### config.mk
export PLATFORM = sky130hd
export DESIGN_NAME = bus_gate_arbiter
export DESIGN_NICKNAME = d
export VERILOG_FILES = /design/src/rtl/bus_pkg.sv /design/src/rtl/bus_gate_arbiter_rot_prio_enc.sv /design/src/rtl/bus_gate_arbiter.sv
export SDC_FILE = /design/constraint.sdc
export NUM_CORES = 1
export LEC_CHECK = 0
export ABC_CLOCK_PERIOD_IN_PS = 3760
export BUFFER_PORTS_ARGS = -buffer_cell sky130_fd_sc_hd__buf_2
export CAP_MARGIN = 25
export CORE_MARGIN = 2
export CORE_UTILIZATION = 30
export DETAILED_ROUTE_END_ITERATION = 8
export GPL_ROUTABILITY_DRIVEN = 0
export GPL_TIMING_DRIVEN = 0
export REMOVE_ABC_BUFFERS = 1
export SLEW_MARGIN = 30
export SYNTH_ARGS = -nofsm -noshare
export SYNTH_HDL_FRONTEND = slang
export SYNTH_SLANG_ARGS = --single-unit
### constraint.sdc
create_clock -name clk -period 3.76 [get_ports clk]
set_clock_uncertainty 0.1 [all_clocks]
set_input_delay 0.94 -clock clk [delete_from_list [all_inputs] [get_ports clk]]
set_output_delay 0.94 -clock clk [all_outputs]
set_load 0.01 [all_outputs]
### src/rtl/bus_pkg.sv
// Shared types and constants for the CPU bus gate arbiter.
package bus_pkg;

    // Arbitration policy selector (maps onto the MODE parameter).
    typedef enum logic {
        ARB_FIXED = 1'b0,
        ARB_RR    = 1'b1
    } arb_mode_e;

    // Default source index map on the datapath bus.
    localparam int SRC_PC  = 0;
    localparam int SRC_MDR = 1;
    localparam int SRC_MAR = 2;
    localparam int SRC_ALU = 3;

    // Default bus data width.
    localparam int DEF_WIDTH = 16;

endpackage

### src/rtl/bus_gate_arbiter_rot_prio_enc.sv
// Rotating priority encoder: first set request at or after start_ptr_i
// (wrapping modulo N) wins. start_ptr_i == 0 gives plain lowest-index priority.
module rot_prio_enc #(
    parameter int N  = 4,
    parameter int IW = $clog2(N)
) (
    input  logic [N-1:0]  req_i,
    input  logic [IW-1:0] start_ptr_i,
    output logic [N-1:0]  gnt_o,
    output logic [IW-1:0] idx_o,
    output logic          vld_o
);

    // Walk N positions starting at the pointer; the first hit wins.
    always_comb begin
        int p;
        p     = 0;
        gnt_o = '0;
        idx_o = '0;
        vld_o = 1'b0;
        for (int off = 0; off < N; off++) begin
            // start_ptr_i is always < N, so one subtraction wraps it.
            p = int'(start_ptr_i) + off;
            if (p >= N) p = p - N;
            if (!vld_o && req_i[p]) begin
                vld_o    = 1'b1;
                gnt_o[p] = 1'b1;
                idx_o    = IW'(p);
            end
        end
    end

endmodule

### src/rtl/bus_gate_arbiter.sv
// Shared CPU bus arbiter: picks one gated source (fixed priority or
// round-robin), keeps the last driven value on idle cycles, and tracks
// multi-gate contention for debug.
module bus_gate_arbiter
    import bus_pkg::*;
#(
    parameter int WIDTH   = DEF_WIDTH,
    parameter int NUM_SRC = 4,
    parameter int MODE    = 0,
    parameter int REG_OUT = 0,
    parameter int CNT_W   = 8
) (
    input  logic                       clk,
    input  logic                       reset_n,
    input  logic [NUM_SRC-1:0]         gate,
    input  logic [NUM_SRC*WIDTH-1:0]   data_in,
    input  logic                       clr_err,
    output logic [WIDTH-1:0]           bus_q,
    output logic                       bus_valid,
    output logic [NUM_SRC-1:0]         grant,
    output logic [$clog2(NUM_SRC)-1:0] grant_idx,
    output logic                       contention,
    output logic                       contention_sticky,
    output logic [CNT_W-1:0]           contention_cnt
);

    localparam int IW = $clog2(NUM_SRC);

    logic [WIDTH-1:0]   src [NUM_SRC];
    logic [NUM_SRC-1:0] win_oh;
    logic [IW-1:0]      win_idx;
    logic               win_vld;
    logic [IW-1:0]      start_ptr;
    logic               cont_c;
    logic [WIDTH-1:0]   bus_c;

    logic [WIDTH-1:0]   keeper_q, keeper_d;
    logic [IW-1:0]      rr_ptr_q, rr_ptr_d;
    logic               sticky_q, sticky_d;
    logic [CNT_W-1:0]   cnt_q, cnt_d;

    // Unpack the flat source bus into one word per source.
    for (genvar i = 0; i < NUM_SRC; i++) begin : g_unpack
        assign src[i] = data_in[i*WIDTH +: WIDTH];
    end

    // Fixed priority is just the rotating search anchored at index 0.
    assign start_ptr = (MODE == int'(ARB_RR)) ? rr_ptr_q : '0;

    rot_prio_enc #(
        .N  (NUM_SRC),
        .IW (IW)
    ) u_enc (
        .req_i       (gate),
        .start_ptr_i (start_ptr),
        .gnt_o       (win_oh),
        .idx_o       (win_idx),
        .vld_o       (win_vld)
    );

    assign cont_c = $countones(gate) > 1;
    assign bus_c  = win_vld ? src[win_idx] : keeper_q;

    // Next state for keeper, round-robin pointer and contention tracking.
    always_comb begin
        keeper_d = keeper_q;
        rr_ptr_d = rr_ptr_q;
        sticky_d = sticky_q;
        cnt_d    = cnt_q;
        if (win_vld) begin
            keeper_d = src[win_idx];
            rr_ptr_d = (win_idx == IW'(NUM_SRC - 1)) ? '0 : win_idx + IW'(1);
        end
        // A clear in a contention cycle still counts that cycle's event.
        if (clr_err) begin
            sticky_d = cont_c;
            cnt_d    = cont_c ? CNT_W'(1) : '0;
        end else if (cont_c) begin
            sticky_d = 1'b1;
            if (cnt_q != {CNT_W{1'b1}}) cnt_d = cnt_q + CNT_W'(1);
        end
    end

    // State registers; reset drops keeper and round-robin history.
    always_ff @(posedge clk) begin
        if (!reset_n) begin
            keeper_q <= '0;
            rr_ptr_q <= '0;
            sticky_q <= 1'b0;
            cnt_q    <= '0;
        end else begin
            keeper_q <= keeper_d;
            rr_ptr_q <= rr_ptr_d;
            sticky_q <= sticky_d;
            cnt_q    <= cnt_d;
        end
    end

    assign contention_sticky = sticky_q;
    assign contention_cnt    = cnt_q;

    if (REG_OUT != 0) begin : g_reg_out
        logic [WIDTH-1:0]   bus_r;
        logic               vld_r;
        logic [NUM_SRC-1:0] gnt_r;
        logic [IW-1:0]      idx_r;
        logic               cont_r;

        // One-cycle output stage; all bus-side outputs move together.
        always_ff @(posedge clk) begin
            if (!reset_n) begin
                bus_r  <= '0;
                vld_r  <= 1'b0;
                gnt_r  <= '0;
                idx_r  <= '0;
                cont_r <= 1'b0;
            end else begin
                bus_r  <= bus_c;
                vld_r  <= win_vld;
                gnt_r  <= win_oh;
                idx_r  <= win_idx;
                cont_r <= cont_c;
            end
        end

        assign bus_q      = bus_r;
        assign bus_valid  = vld_r;
        assign grant      = gnt_r;
        assign grant_idx  = idx_r;
        assign contention = cont_r;
    end else begin : g_comb_out
        assign bus_q      = bus_c;
        assign bus_valid  = win_vld;
        assign grant      = win_oh;
        assign grant_idx  = win_idx;
        assign contention = cont_c;
    end

endmodule
# ---- Word-level counts from Yosys, hierarchy flattened
# Index checks and enable logic that the tools add are counted.
dict set report totals {
  word_cells 41
  out_inout_bits 33
  register_bits 25
  inputBits 71
}
dict set report op_classes {
  muxes 21
  bitwise_logic 1
  n_eq_ne 1
  n_reduce_logical 9
  n_lt_le_gt_ge 2
  addsub 4
}
# operator n
set op_table {}
lappend op_table {{2-to-1 mux 16 bit} 3}
lappend op_table {{binary-select mux 16 bit (select 2 bit)} 1}
lappend op_table {{2-to-1 mux 8 bit} 3}
lappend op_table {{2-to-1 mux 1 bit} 9}
lappend op_table {{adder 8 x 1 -> 8 bit (second input constant)} 1}
lappend op_table {{inequality test 8 bit (second input constant)} 1}
lappend op_table {{2-to-1 mux 2 bit} 3}
lappend op_table {{adder 1 x 1 -> 2 bit} 2}
lappend op_table {{2-to-1 mux 4 bit} 1}
lappend op_table {{nonzero test 2 bit} 2}
lappend op_table {{adder 2 x 2 -> 3 bit} 1}
lappend op_table {{greater-or-equal comparator 3 bit (second input constant)} 1}
lappend op_table {{greater-than comparator 3 x 1 -> 1 bit (second input constant)} 1}
lappend op_table {{logical AND 1 bit} 3}
lappend op_table {{zero test 1 bit} 3}
lappend op_table {{2-to-1 mux 3 bit} 1}
lappend op_table {{inverter 2 -> 3 bit} 1}
lappend op_table {{AND reduction 2 bit} 1}

# ---- Depth between registers and ports, before layout
# Gate-level depths: netlist of run 1.
dict set report depth {
  ltp_word 15
  depth_mapped 8
  depth_no_buf 6
}

# ---- Cells and area by module
# A second synthesis of run 1 with hierarchy kept.
dict set report unflattened {
  hier_cells 178
  hier_area_um2 2033.2
}
# mod area_per_inst_um2 cells_each instances seq_area_each_um2
set modules_own_cells {}
lappend modules_own_cells {bus_gate_arbiter 1576.5 130 1 500.5}
lappend modules_own_cells {rot_prio_enc 456.7 48 1 0.0}

# ---- Worst setup path after synthesis of run 1
# Ideal clock, no wire load.
dict set report synth_path {
  kind {input to output}
  from {input port gate[0]}
  to {output port grant_idx[0]}
  path_slack_ns 0.424
  t_required_ns 2.720
  cell_stages 6
  arrival_time_ns 2.296
  cell_sequence {inv_1 -> ha_1 -> clkbuf_1 -> clkbuf_1 -> nor3b_1 -> a21o_1}
}
dict set report synth_between {
  elab_chain_len 10
  word_cells_on_any_way 12
  cone_classes {mux (6); reduce/logical (6)}
}
# item line_no
set synth_lines {}
lappend synth_lines {{from (decl)} bus_gate_arbiter.sv:15} ;# input logic [NUM_SRC-1:0] gate,
lappend synth_lines {{2-to-1 mux 1 bit (*)} bus_gate_arbiter_rot_prio_enc.sv:25} ;# if (!vld_o && req_i[p]) begin
lappend synth_lines {{zero test 1 bit} bus_gate_arbiter_rot_prio_enc.sv:25}
lappend synth_lines {{logical AND 1 bit} bus_gate_arbiter_rot_prio_enc.sv:25}
lappend synth_lines {{2-to-1 mux 1 bit} bus_gate_arbiter_rot_prio_enc.sv:25}
lappend synth_lines {{zero test 1 bit} bus_gate_arbiter_rot_prio_enc.sv:25}
lappend synth_lines {{logical AND 1 bit} bus_gate_arbiter_rot_prio_enc.sv:25}
lappend synth_lines {{2-to-1 mux 1 bit} bus_gate_arbiter_rot_prio_enc.sv:25}
lappend synth_lines {{zero test 1 bit} bus_gate_arbiter_rot_prio_enc.sv:25}
lappend synth_lines {{logical AND 1 bit} bus_gate_arbiter_rot_prio_enc.sv:25}
lappend synth_lines {{2-to-1 mux 2 bit (*)} bus_gate_arbiter_rot_prio_enc.sv:25}
lappend synth_lines {{to (decl)} bus_gate_arbiter.sv:21} ;# output logic [$clog2(NUM_SRC)-1:0] grant_idx,
# Mark *: on every way between the ends. The rest lies on a longest branch, timed or not.

# ---- Worst setup path after layout of run 1
dict set report layout_path {
  from {input port gate[0]}
  to {output port bus_q[3]}
}
dict set report layout_between {
  elab_chain_len 15
  word_cells_on_any_way 18
  cone_classes {mux (11); bitwise (1); reduce/logical (6)}
}
# item line_no
set layout_lines {}
lappend layout_lines {{2-to-1 mux 1 bit (*)} bus_gate_arbiter_rot_prio_enc.sv:25}
lappend layout_lines {{zero test 1 bit} bus_gate_arbiter_rot_prio_enc.sv:25}
lappend layout_lines {{logical AND 1 bit} bus_gate_arbiter_rot_prio_enc.sv:25}
lappend layout_lines {{2-to-1 mux 1 bit} bus_gate_arbiter_rot_prio_enc.sv:25}
lappend layout_lines {{zero test 1 bit} bus_gate_arbiter_rot_prio_enc.sv:25}
lappend layout_lines {{logical AND 1 bit} bus_gate_arbiter_rot_prio_enc.sv:25}
lappend layout_lines {{2-to-1 mux 1 bit} bus_gate_arbiter_rot_prio_enc.sv:25}
lappend layout_lines {{zero test 1 bit} bus_gate_arbiter_rot_prio_enc.sv:25}
lappend layout_lines {{logical AND 1 bit} bus_gate_arbiter_rot_prio_enc.sv:25}
lappend layout_lines {{2-to-1 mux 2 bit} bus_gate_arbiter_rot_prio_enc.sv:25}
lappend layout_lines {{inverter 2 -> 3 bit (implied by the code)} bus_gate_arbiter.sv:62} ;# assign bus_c = win_vld ? src[win_idx] : keeper_q;
lappend layout_lines {{binary-select mux 16 bit (select 2 bit)} bus_gate_arbiter.sv:62}
lappend layout_lines {{2-to-1 mux 16 bit (implied by the code) (2 in series)} bus_gate_arbiter.sv:62}
lappend layout_lines {{2-to-1 mux 16 bit (*)} --}
lappend layout_lines {{to (decl)} bus_gate_arbiter.sv:18} ;# output logic [WIDTH-1:0] bus_q,
# Mark *: on every way between the ends. The rest lies on a longest branch, timed or not. The select of a mux whose other input is x is not followed.

==> results.txt, run 1 <==
STA classifies the critical path endpoint as an output port. After detailed routing, the number of remaining DRC violations is 0. Cells fill 41.4% of the core in the end. Global routing used 3.86% of the available met3 tracks. The worst reg-to-reg path cell count is 5, and the top-level port count is 104. Largest voltage drop on the vdd net: 173 uV. Measured along the x axis, the die boundary spans 78.9 um. The final-report setup violation count is 0. In the synthesized netlist, the cells that appear most often are sky130_fd_sc_hd__mux2i_1, sky130_fd_sc_hd__dfxtp_1, sky130_fd_sc_hd__nand2_1, sky130_fd_sc_hd__nor2_1, sky130_fd_sc_hd__o21ai_0.

The largest total area in the synthesized netlist belongs to sky130_fd_sc_hd__dfxtp_1. Once placement completed, the tool counted placed cells totaling 368. The clock-pin slew reported for the worst setup and hold paths after clock tree synthesis came out at 0.08 ns. Of the synthesized area, sequential elements account for 29.8%. The tools report the total leakage power as 1.21 nW. Mean instance size in the synthesized netlist: 8.08 sq um.

The Yosys step of the flow raised 0 warnings. Yosys mapped the design onto 36 distinct sky130hd cell types. The share of post-route cells with drive strength above 1 was 37.3%. The die area was 6220 sq um. Setup repair after global routing left no endpoint under its margin. The root buffer cell is sky130_fd_sc_hd__clkbuf_8. The logs give 0 for the post-CTS setup buffer count and 372 for the non-filler instance count after layout. The run gives 2.72 ns as the worst endpoint required time.

The number of nets with antenna violations after routing was 0. Counting flops with a built-in enable in the synthesized netlist gives 0. For this block, the via count after detailed routing is 1720. The class of the tightest hold or removal check is flop to flop. The number of rows created at floorplan came out at 27.

The share of flip-flops with an asynchronous set or reset came out at 0%. The core region is 5470 sq um. The run gives 4.44 mm as the total wirelength of the detailed-routed design.

The maximum level of the CTS H-tree is 1, and the post-detailed-route wirelength per cell is 11.9 um. After the first detailed-routing iteration, the DRC count stood at 59. From synthesis to final layout, the design area changed by 34.7%. The run gives 0.26 ns as the clock latency reported for the late side of the worst-skew pair.

Startpoint class of the critical path: an input pin. For the via count of the first global-routing pass, the log shows 1638. The critical path goes through buf_2 -> inv_1 -> ha_2 -> mux2i_1 -> nor2_1 -> a21o_1 -> buf_2. End point of the critical path: bus_q[3].

The run gives 3 as the clock buffer count from CTS. In the global route stage, met2 resource usage came out at 27.3%. The global routing stage identified its most utilized layer as met2.

The longest clock path from root to sink contains 2 buffers. The power per cell area was 278 nW/um^2. Number of filler cells placed in the layout: 597.

Summed over all layers, the global routing overflow is 0. After synthesis, the cell types taking the most area are sky130_fd_sc_hd__dfxtp_1, sky130_fd_sc_hd__mux2i_1, sky130_fd_sc_hd__a21o_1. The run gives 500 sq um as the storage element area. The first global-routing pass estimated 7.25 mm of wire. During placement, the flow inserted port buffers numbering 103.

TritonCTS built the clock tree. The number of failing hold endpoints at the final stage was 0; the number of antenna diodes was 0. The run gives 4 as the number of detailed-routing iterations run before antenna repair. Summed over its instances, the top area cell type makes up 29.8% of the synthesized netlist area. The tool flagged a number of max-cap violations equal to 0. Synthesis-stage register bit count: 25. Data arrives at the worst endpoint at 2.45 ns. For this configuration, the core starts out at a cell density of 30.7%. The run gives 0.414 ns as the post-route worst hold slack. The critical path in this run is classified as input pin to output port. For this run, the post-layout net count is 376. The tools report the startpoint of the lowest-slack register-to-register path as contention_cnt[0]. The most used flip-flop cell after synthesis is sky130_fd_sc_hd__dfxtp_1. The tools report the netlist area before placement as 1680 sq um. By instance count, the leading cell after synthesis is sky130_fd_sc_hd__mux2i_1.

In the final timing run, aggregate negative setup slack is 0 ns. Once the clock tree was built, the resizer swapped 0 gates to a different size. The run finished with clean final reports. The endpoint identified for the worst register-to-register timing path is contention_cnt[7].

For met1 alone, demand over resource in global routing was 16.7%. The tools report the register-to-register path setup slack as 1.76 ns. The smallest clock period supported by the final layout is computed as 3.49 ns. The tree built by TritonCTS fans out to 25 sinks. The number of hold buffers added after CTS was 0. The ratio of final minimum period to clock period came out at 92.8%. The final count of pins violating max slew was 0; the number of vias per cell after detailed routing was 4.62. In this run the vertical extent of the chip is 78.9 um. The transition time at the pin with the least slew margin works out to 0.652 ns.

Derived from the worst setup path, the maximum achievable clock frequency is 287 MHz. The cell that appears most often on the critical path is sky130_fd_sc_hd__buf_2. For this run, the slowest stage of the critical path takes 0.59 ns. Gate count after technology mapping: 208. Among all stages on the critical path, the largest delay is contributed by sky130_fd_sc_hd__ha_2.

Entering global routing, the biggest net connects 37 pins. The worst slew slack as a fraction of its limit is 56.6%. In the final layout, the multi-input gates occupy 1090 sq um.

The critical path starts at gate[0]. For the number of antenna violations at the first check in global routing, the log shows 0. Global routing used 14.4% of the available tracks across all layers.

Along the worst path, the maximum fanout reaches 18. Total power draw: 0.000630 W. Detailed placement finished with a half-perimeter wire length of 3.25 mm.
[how the worst min path moves through the flow]
stage	start	end	slack, ns	depth (start not counted)
6_report	contention_cnt[7]	contention_cnt[7]	0.41	2
5_1_grt	contention_cnt[7]	contention_cnt[7]	0.46	2
4_1_cts	contention_cnt[7]	contention_cnt[7]	0.41	2
3_5_place_dp	contention_cnt[7]	contention_cnt[7]	0.39	2
3_3_place_gp	contention_cnt[7]	contention_cnt[7]	0.38	2
2_1_floorplan	contention_cnt[7]	contention_cnt[7]	0.40	2
[kinds of logic after synthesis]
family | Yosys count | synth area share [%]
AOI/OAI and AO/OA | 48 | 18.1
adders and majority gates | 4 | 3.42
and+or+nand+nor | 75 | 22.2
buffers and inverters | 21 | 5.65
DFF | 25 | 29.8
xor gates and xnor gates | 1 | 0.521
muxes | 34 | 20.3
[metal layers]
metal | vias up | share of wire, %
met1 | 760 | 45
met4 | 0 | 0.20
met3 | 2 | 7.7
li1 | 896 | -
met2 | 62 | 47
met5 | - | 0
[power by group]
group	total [W]	switching, W	internal, W	leakage (nW)
Clock	0.000160	0.0000840	0.0000757	0.0228
Sequential	0.000285	0.00000514	0.000280	0.206
Combinational	0.000185	0.0000915	0.0000933	0.977
Total	0.000630	0.000181	0.000449	1.21
[critical path, delay by kind of cell]
family / cells / cell delay (ns)
AOI/OAI and AO/OA: 1 / 0.18
adders and majority gates: 1 / 0.59
buffers and inverters: 3 / 0.37
muxes: 1 / 0.30
and+or+nand+nor: 1 / 0.06
[through the flow]
stage	area, sq um	setup slack, ns
finish	2260	0.271
detailed placement	2220	0.240
global placement	2210	-0.129
floorplan	1610	0.332
CTS	2260	0.232
global route	2260	0.0629
[cells in the final DEF, fill, tap and decap left out, types with 2 or more instances in the layout]
cell type / count
sky130_fd_sc_hd__or3_1: 2
sky130_fd_sc_hd__mux2i_1: 33
sky130_fd_sc_hd__nor2_1: 22
sky130_fd_sc_hd__ha_2: 2
sky130_fd_sc_hd__o21ai_0: 19
sky130_fd_sc_hd__nor2b_1: 3
sky130_fd_sc_hd__dfxtp_1: 25
sky130_fd_sc_hd__buf_2: 103
sky130_fd_sc_hd__and2_1: 16
sky130_fd_sc_hd__a21oi_1: 5
sky130_fd_sc_hd__clkbuf_8: 3
sky130_fd_sc_hd__nand3_1: 2
sky130_fd_sc_hd__a21o_1: 17
sky130_fd_sc_hd__inv_1: 6
sky130_fd_sc_hd__nand2_1: 22
[state kept, by name, indices dropped and copies added, names as in the netlist]
| register | cells |
|---|---|
| contention_sticky | 1 |
| keeper_q | 16 |
| contention_cnt | 8 |
[layout make-up]
| type | count | share of cell area, % |
|---|---|---|
| multi-input combinational | 162 | 48.2 |
| timing repair buffer | 103 | 22.8 |
| sequential | 25 | 22.1 |
| tap | 72 | 3.98 |
| clock buffer | 4 | 1.99 |
| inverter | 6 | 0.994 |
(Power assumes the default switching activity.)
==> run 2: changes to the inputs <==
Settings changed: BUFFER_PORTS_ARGS -buffer_cell sky130_fd_sc_hd__buf_2 to -buffer_cell sky130_fd_sc_hd__clkbuf_2, CTS_BUF_LIST from default to sky130_fd_sc_hd__clkbuf_8, CTS_CLUSTER_DIAMETER from default to 150.
==> results.txt, run 2 (same netlist as run 1, synthesis figures left out) <==
The critical path's largest stage delay was 0.51 ns (-0.08 ns); the via count of the first global-routing pass was 1523 (-7.0%). The number of antenna diodes was 0 (unchanged); the share of post-route cells with drive strength above 1 was 37.3% (unchanged). Counting flops per register, the top entry is keeper_q. The global-route wire length before repair was 6.89 mm (-5.0%). The startpoint class of the critical path was an input pin.

The post-route worst hold slack is 0.393 ns (-0.0203 ns). The run gives 283 MHz (-1.2%) as the timing-limited maximum frequency. The area added between synthesis and finish was 34.7% (unchanged); the largest voltage drop on the vdd net was 211 uV (+22%). The number of gates resized after CTS came out at 0 (unchanged). The total number of clock tree sinks came out at 25 (unchanged). For the arrival time at the worst endpoint, the log shows 2.49 ns (+0.04 ns). The largest individual stage delay along the critical path comes from the cell sky130_fd_sc_hd__fa_1. For the via count of the routed design, the log shows 1683 (-2.2%). The estimated wirelength of the detail-placed design was 3.19 mm (-1.7%); the post-detailed-route wirelength per cell was 11.5 um (-3.3%). The run gives 4.29 mm (-3.3%) as the total wirelength of the detailed-routed design. The height of the chip is 78.9 um (unchanged).

The number of rows created at floorplan was 27 (unchanged); the residual overflow from global routing was 0 (unchanged). The post-CTS setup buffer count is 0 (unchanged). TritonCTS built the clock tree. For the number of antenna violations at the first check in global routing, the log shows 0 (unchanged). The die outline width was 78.9 um (unchanged). On the critical path the largest part of the delay comes from buffers and inverters. The buffer and inverter count on the worst path works out to 3 (unchanged). The number of nets with antenna violations after routing is 0 (unchanged). The tools report the worst endpoint required time as 2.72 ns (about the same).

The maximum count of clock buffers along a single path is 2 (unchanged). The maximum level of the CTS H-tree was 1 (unchanged). The initial cell density of the core is 30.7% (unchanged). The final critical delay including setup and external delays was 3.53 ns (+0.0427 ns); the number of flip-flops under the largest register name was 16 (unchanged).

The final-report setup violation count was 0 (unchanged); the number of detailed-routing iterations run before antenna repair was 4 (unchanged). The count of maximum capacitance violations was 0 (unchanged); the clock buffer count from CTS was 3 (unchanged). STA classifies the critical path endpoint as an output port. The library cell used most frequently in the layout, excluding fill and tap cells, is sky130_fd_sc_hd__clkbuf_2. The critical path goes through clkbuf_2 -> inv_1 -> fa_1 -> nand2b_4 -> nand2_1 -> clkbuf_2.

Number of vias per cell after detailed routing: 4.52 (-2.2%). The final count of pins violating max slew is 0 (unchanged). For the clock latency reported for the late side of the worst-skew pair, the log shows 0.26 ns (about the same). The critical path is of the input pin to output port type. The library cells used most frequently in the layout, excluding fill and tap cells, are sky130_fd_sc_hd__clkbuf_2, sky130_fd_sc_hd__mux2i_1, sky130_fd_sc_hd__dfxtp_1.

The clock-pin slew reported for the worst setup and hold paths after clock tree synthesis was 0.09 ns (about the same). In this run the worst hold path is classified as flop to flop. The tools report the top-level port count as 104 (unchanged). Setup repair after global routing left no endpoint under its margin. The pre-CTS worst setup slack was 0.209 ns (-0.0303 ns).

The number of failing hold endpoints at the final stage is 0 (unchanged), and the count of input and output buffers is 103 (unchanged). Transition time at the pin with the least slew margin: 0.680 ns (+0.0287 ns). The tools report the non-filler instance count after layout as 372 (unchanged). The run gives 0.228 ns (-0.0427 ns) as the least setup slack across all paths after layout.

The power per cell area was 277 nW/um^2 (-0.40%); the ratio of final minimum period to clock period was 93.9% (+1.1 points). The largest fanout of any net on the critical path was 18 (unchanged). For the die area, the log shows 6220 sq um (unchanged). The tools report the pin count of the biggest net entering global routing as 37 (unchanged). Number of hold-repair buffers added at the cts stage: 0 (unchanged).

By instance count, the cell type seen most on the critical path is sky130_fd_sc_hd__clkbuf_2. The logs give 0 (unchanged) for the number of design rule violations left after detail routing and 376 (unchanged) for the number of nets in the layout. The tools report the placed instance count as 368 (unchanged). The worst slew slack as a fraction of its limit is 54.6% (-1.9 points), and the total leakage power is 1.22 nW (+1.1%). The flow ran to the end, and the final reports show no timing, DRC or antenna violations. The run gives 13.6% (-0.74 points) as the aggregate global-route resource usage. The standard cell core area came out at 5470 sq um (unchanged).

The tools report the root buffer cell as sky130_fd_sc_hd__clkbuf_8. The tools report the violation count after the first detailed-routing iteration as 54 (-8.5%).
==> run 2: changes by cell type in the layout (fill, tap and decap cells not counted) <==
cell,previous run,this run
sky130_fd_sc_hd__buf_2,103,0
sky130_fd_sc_hd__clkbuf_1,1,0
sky130_fd_sc_hd__inv_1,6,7
sky130_fd_sc_hd__clkbuf_2,0,103
==> run 2: power by group <==
group | leakage, nW | internal (W) | total [W] | switching, W
Clock | 0.0269 | 0.0000730 | 0.000157 | 0.0000839
Sequential | 0.206 | 0.000280 | 0.000286 | 0.00000524
Combinational | 0.985 | 0.0000933 | 0.000185 | 0.0000916
Total | 1.22 | 0.000447 | 0.000627 | 0.000181
==> run 2: worst reg2reg max path: stages (launching register included) <==
cell                      delay [ns]
sky130_fd_sc_hd__dfxtp_1        0.35
sky130_fd_sc_hd__ha_1           0.25
sky130_fd_sc_hd__and4_4         0.21
sky130_fd_sc_hd__a221o_1        0.39
sky130_fd_sc_hd__or4_1          0.49
sky130_fd_sc_hd__a21oi_1        0.15
==> run 2: final timing paths <==
check                                  startpoint           endpoint  slack, ns  depth (start not counted)
worst max-delay path                      gate[3]         contention       0.23                          6
worst min register to register  contention_cnt[7]  contention_cnt[7]       0.39                          2
worst max register to register  contention_cnt[0]  contention_cnt[7]       1.75                          5
worst min-delay path            contention_cnt[7]  contention_cnt[7]       0.39                          2
==> run 2: final cells by class <==
| cell class | instances | area (sq um) |
|---|---|---|
| Inverter | 6 | 22.5 |
| Sequential cell | 25 | 500 |
| Clock inverter | 1 | 3.75 |
| Clock buffer | 3 | 41.3 |
| Fill cell | 582 | 3210 |
| Timing Repair Buffer | 103 | 515 |
| Multi-Input combinational cell | 162 | 1090 |
| Tap cell | 72 | 90.1 |
==> run 2: through the flow <==
| step | TNS (ns) | power (W) | util, % | cell area (sq um) |
|---|---|---|---|---|
| floorplan | 0 | 0.000392 | - | 1610 |
| global placement | -0.360 | 0.000477 | 40.5 | 2210 |
| detailed placement | 0 | 0.000479 | 40.6 | 2220 |
| CTS | 0 | 0.000644 | 41.4 | 2260 |
| global route | 0 | 0.000674 | 41.4 | 2260 |
| finish | 0 | 0.000627 | 41.4 | 2260 |
==> run 2: per-layer routing <==
metal	routed length [um]	GRT usage, %
met5	0	0
met2	2010	25.5
met4	9	1.03
met1	1900	16.2
met3	371	3.64
==> run 3: changes to the inputs <==
--- a/config.mk
+++ b/config.mk
@@ -17,3 +17,2 @@
 export GPL_TIMING_DRIVEN = 0
-export REMOVE_ABC_BUFFERS = 1
 export SLEW_MARGIN = 30
==> constraint.sdc (replaced) <==
create_clock -name clk -period 3.76 [get_ports clk]
set_clock_uncertainty 0.1 [all_clocks]
set_input_delay 0.752 -clock clk [delete_from_list [all_inputs] [get_ports clk]]
set_output_delay 0.752 -clock clk [all_outputs]
set_load 0.01 [all_outputs]
==> results.txt, run 3 (same netlist as run 1, synthesis figures left out) <==
The run finished with clean final reports. The aggregate global-route resource usage was 16.0% (+2.3 points). Number of nets in the layout: 389 (+3.5%). The worst endpoint required time is 2.91 ns (+0.19 ns). The post-detailed-route wirelength per cell works out to 12.5 um (+8.4%). The register with the most flip-flops in the final layout is keeper_q. For the estimated wirelength of the detail-placed design, the log shows 3.78 mm (+19%). The setup TNS was 0 ns (unchanged). The area added between synthesis and finish works out to 38.2%. The logs give 0 (unchanged) for the number of antenna diodes and 104 (unchanged) for the top-level port count. For the total number of clock tree sinks, the log shows 25 (unchanged).

The residual overflow from global routing was 0 (unchanged); the die outline width was 78.9 um (unchanged). The maximum count of clock buffers along a single path is 2 (unchanged), and the number of nets with antenna violations after routing is 0 (unchanged). The number of filler cells placed in the layout came out at 594 (+2.1%). The library cell used most frequently in the layout, excluding fill and tap cells, is sky130_fd_sc_hd__clkbuf_2. The tools report the largest voltage drop on the vdd net as 136 uV (-36%).

The tools report the number of detailed-routing iterations run before antenna repair as 4 (unchanged). The run gives 2.52 ns (+0.03 ns) as the arrival time at the worst endpoint. The tools report the sort of element at the end of the critical path as an output port.

The number of antenna violations at the first check in global routing came out at 0 (unchanged). The final count of pins violating max slew is 0 (unchanged). The power per cell area is 275 nW/um^2 (-0.70%). The critical setup path kind was input pin to output port. Timing-limited maximum frequency: 296 MHz (+4.7%). The tools report the number of gates resized after CTS as 0 (unchanged).

The post-detailed-placement cell area is 2280 sq um (+2.6%), and the number of vias per cell after detailed routing is 4.61 (+1.8%). The tools report the number of rows created at floorplan as 27 (unchanged). The maximum level of the CTS H-tree was 1 (unchanged); the number of failing hold endpoints at the final stage was 0 (unchanged). The share of post-route cells with drive strength above 1 is 36.7% (-0.59 points). The startpoint identified for the worst register-to-register timing path is contention_cnt[0]. The run gives 15 (-59%) as the pin count of the biggest net entering global routing. The worst slew slack as a fraction of its limit is 61.3% (+6.6 points). The run gives 0.377 ns (+0.167 ns) as the pre-CTS worst setup slack. For the final-report setup violation count, the log shows 0 (unchanged). The transition time at the pin with the least slew margin is 0.567 ns (-0.114 ns). The via count of the first global-routing pass was 1737 (+14%).

The count of input and output buffers is 101 (-1.9%), and the ratio of final minimum period to clock period is 89.7% (-4.2 points). The tools report the standard cell core area as 5470 sq um (unchanged). Class of the tightest hold or removal check: flop to flop. The run gives 6220 sq um (unchanged) as the die area. TritonCTS built the clock tree. The number of hold-repair buffers added at the cts stage is 0 (unchanged), and the final critical delay including setup and external delays is 3.37 ns (-0.158 ns). In this run the clock root is driven by a sky130_fd_sc_hd__clkbuf_8. The number of design rule violations left after detail routing came out at 0 (unchanged).

Setup repair after global routing left no endpoint under its margin. The number of instances on the worst hold path was 2 (unchanged). The largest fanout of any net on the critical path is 10 (-8), and the number of flip-flops under the largest register name is 16 (unchanged). The run gives 1.25 nW (+2.7%) as the total leakage power. The worst setup path is launched from an input pin. When the netlist entered floorplanning its net count stood at 283. The run gives 0.27 ns (about the same) as the clock latency reported for the late side of the worst-skew pair. The post-route worst hold slack was 0.409 ns (+0.0158 ns); the violation count after the first detailed-routing iteration was 89 (+65%). The count of maximum capacitance violations was 0 (unchanged). The tools report the total wirelength of the detailed-routed design as 4.81 mm (+12%). Startpoint of the most critical setup path: gate[0]. The via count of the routed design came out at 1773 (+5.3%). The run gives 0.386 ns (+0.158 ns) as the least setup slack across all paths after layout. The global-route wire length before repair is 7.91 mm (+15%). Clock-pin slew reported for the worst setup and hold paths after clock tree synthesis: 0.09 ns (about the same). Leaving out fill and tap cells, the most frequent cells in the layout are sky130_fd_sc_hd__clkbuf_2, sky130_fd_sc_hd__mux2i_1, sky130_fd_sc_hd__dfxtp_1. The clock buffer count from CTS is 3 (unchanged), and the initial cell density of the core is 30.7% (unchanged). The tools report the final standard cell area without fillers as 2320 sq um (+2.6%).

The worst reg-to-reg path cell count works out to 5 (unchanged). The start point of the worst hold path was contention_cnt[7]. The tools report the post-CTS setup buffer count as 0 (unchanged).

Height of the chip: 78.9 um (unchanged).
==> run 3: changes by cell type in the layout (fill, tap and decap cells not counted), sizes merged <==
cell    change
inv         -1
clkinv      +1
clkbuf      +6
buf         +7
==> run 3: critical path, cell delays in order <==
cell and delay (ns):
sky130_fd_sc_hd__clkbuf_2 0.09, sky130_fd_sc_hd__inv_1 0.11, sky130_fd_sc_hd__ha_1 0.16, sky130_fd_sc_hd__clkbuf_1 0.32, sky130_fd_sc_hd__clkbuf_1 0.44, sky130_fd_sc_hd__nor3b_1 0.39, sky130_fd_sc_hd__a21o_1 0.13, sky130_fd_sc_hd__clkbuf_2 0.12
==> run 3: final timing paths <==
| check | to | slack, ns |
|---|---|---|
| min | contention_cnt[7] | 0.41 |
| max reg2reg | contention_cnt[7] | 1.78 |
| min reg2reg | contention_cnt[7] | 0.41 |
| max | grant_idx[0] | 0.39 |
==> run 3: area by class of cell <==
cell class                      instances  area [sq um]  area share [%]
Inverter                                6          22.5           0.969
Clock buffer                            3          41.3            1.78
Sequential cell                        25           500            21.5
Tap cell                               72          90.1            3.88
Buffer                                 15          72.6            3.12
Multi-Input combinational cell        162          1090            46.7
Clock inverter                          1          5.00           0.215
Timing Repair Buffer                  101           505            21.8
==> run 3: metrics by stage <==
step / util (%) / instances / power, W
after floorplan: - / 208 / 0.000405
after detailed placement: 41.6 / 381 / 0.000487
final: 42.5 / 385 / 0.000639
after global placement: 41.6 / 381 / 0.000484
after global routing: 42.5 / 385 / 0.000686
after CTS: 42.5 / 385 / 0.000653
==> run 3: layer usage <==
layer,share of wire [%],vias up,global-route usage (%)
li1,-,927,-
met1,44,798,19.1
met2,50,44,29.1
met3,5.3,4,3.41
met4,0.73,0,3.79
met5,0,-,0
==> run 3: where the power goes <==
part           internal, W  switching, W  total [W]
clock network    0.0000741     0.0000866   0.000161
logic            0.0000962     0.0000966   0.000193
registers         0.000280    0.00000524   0.000286
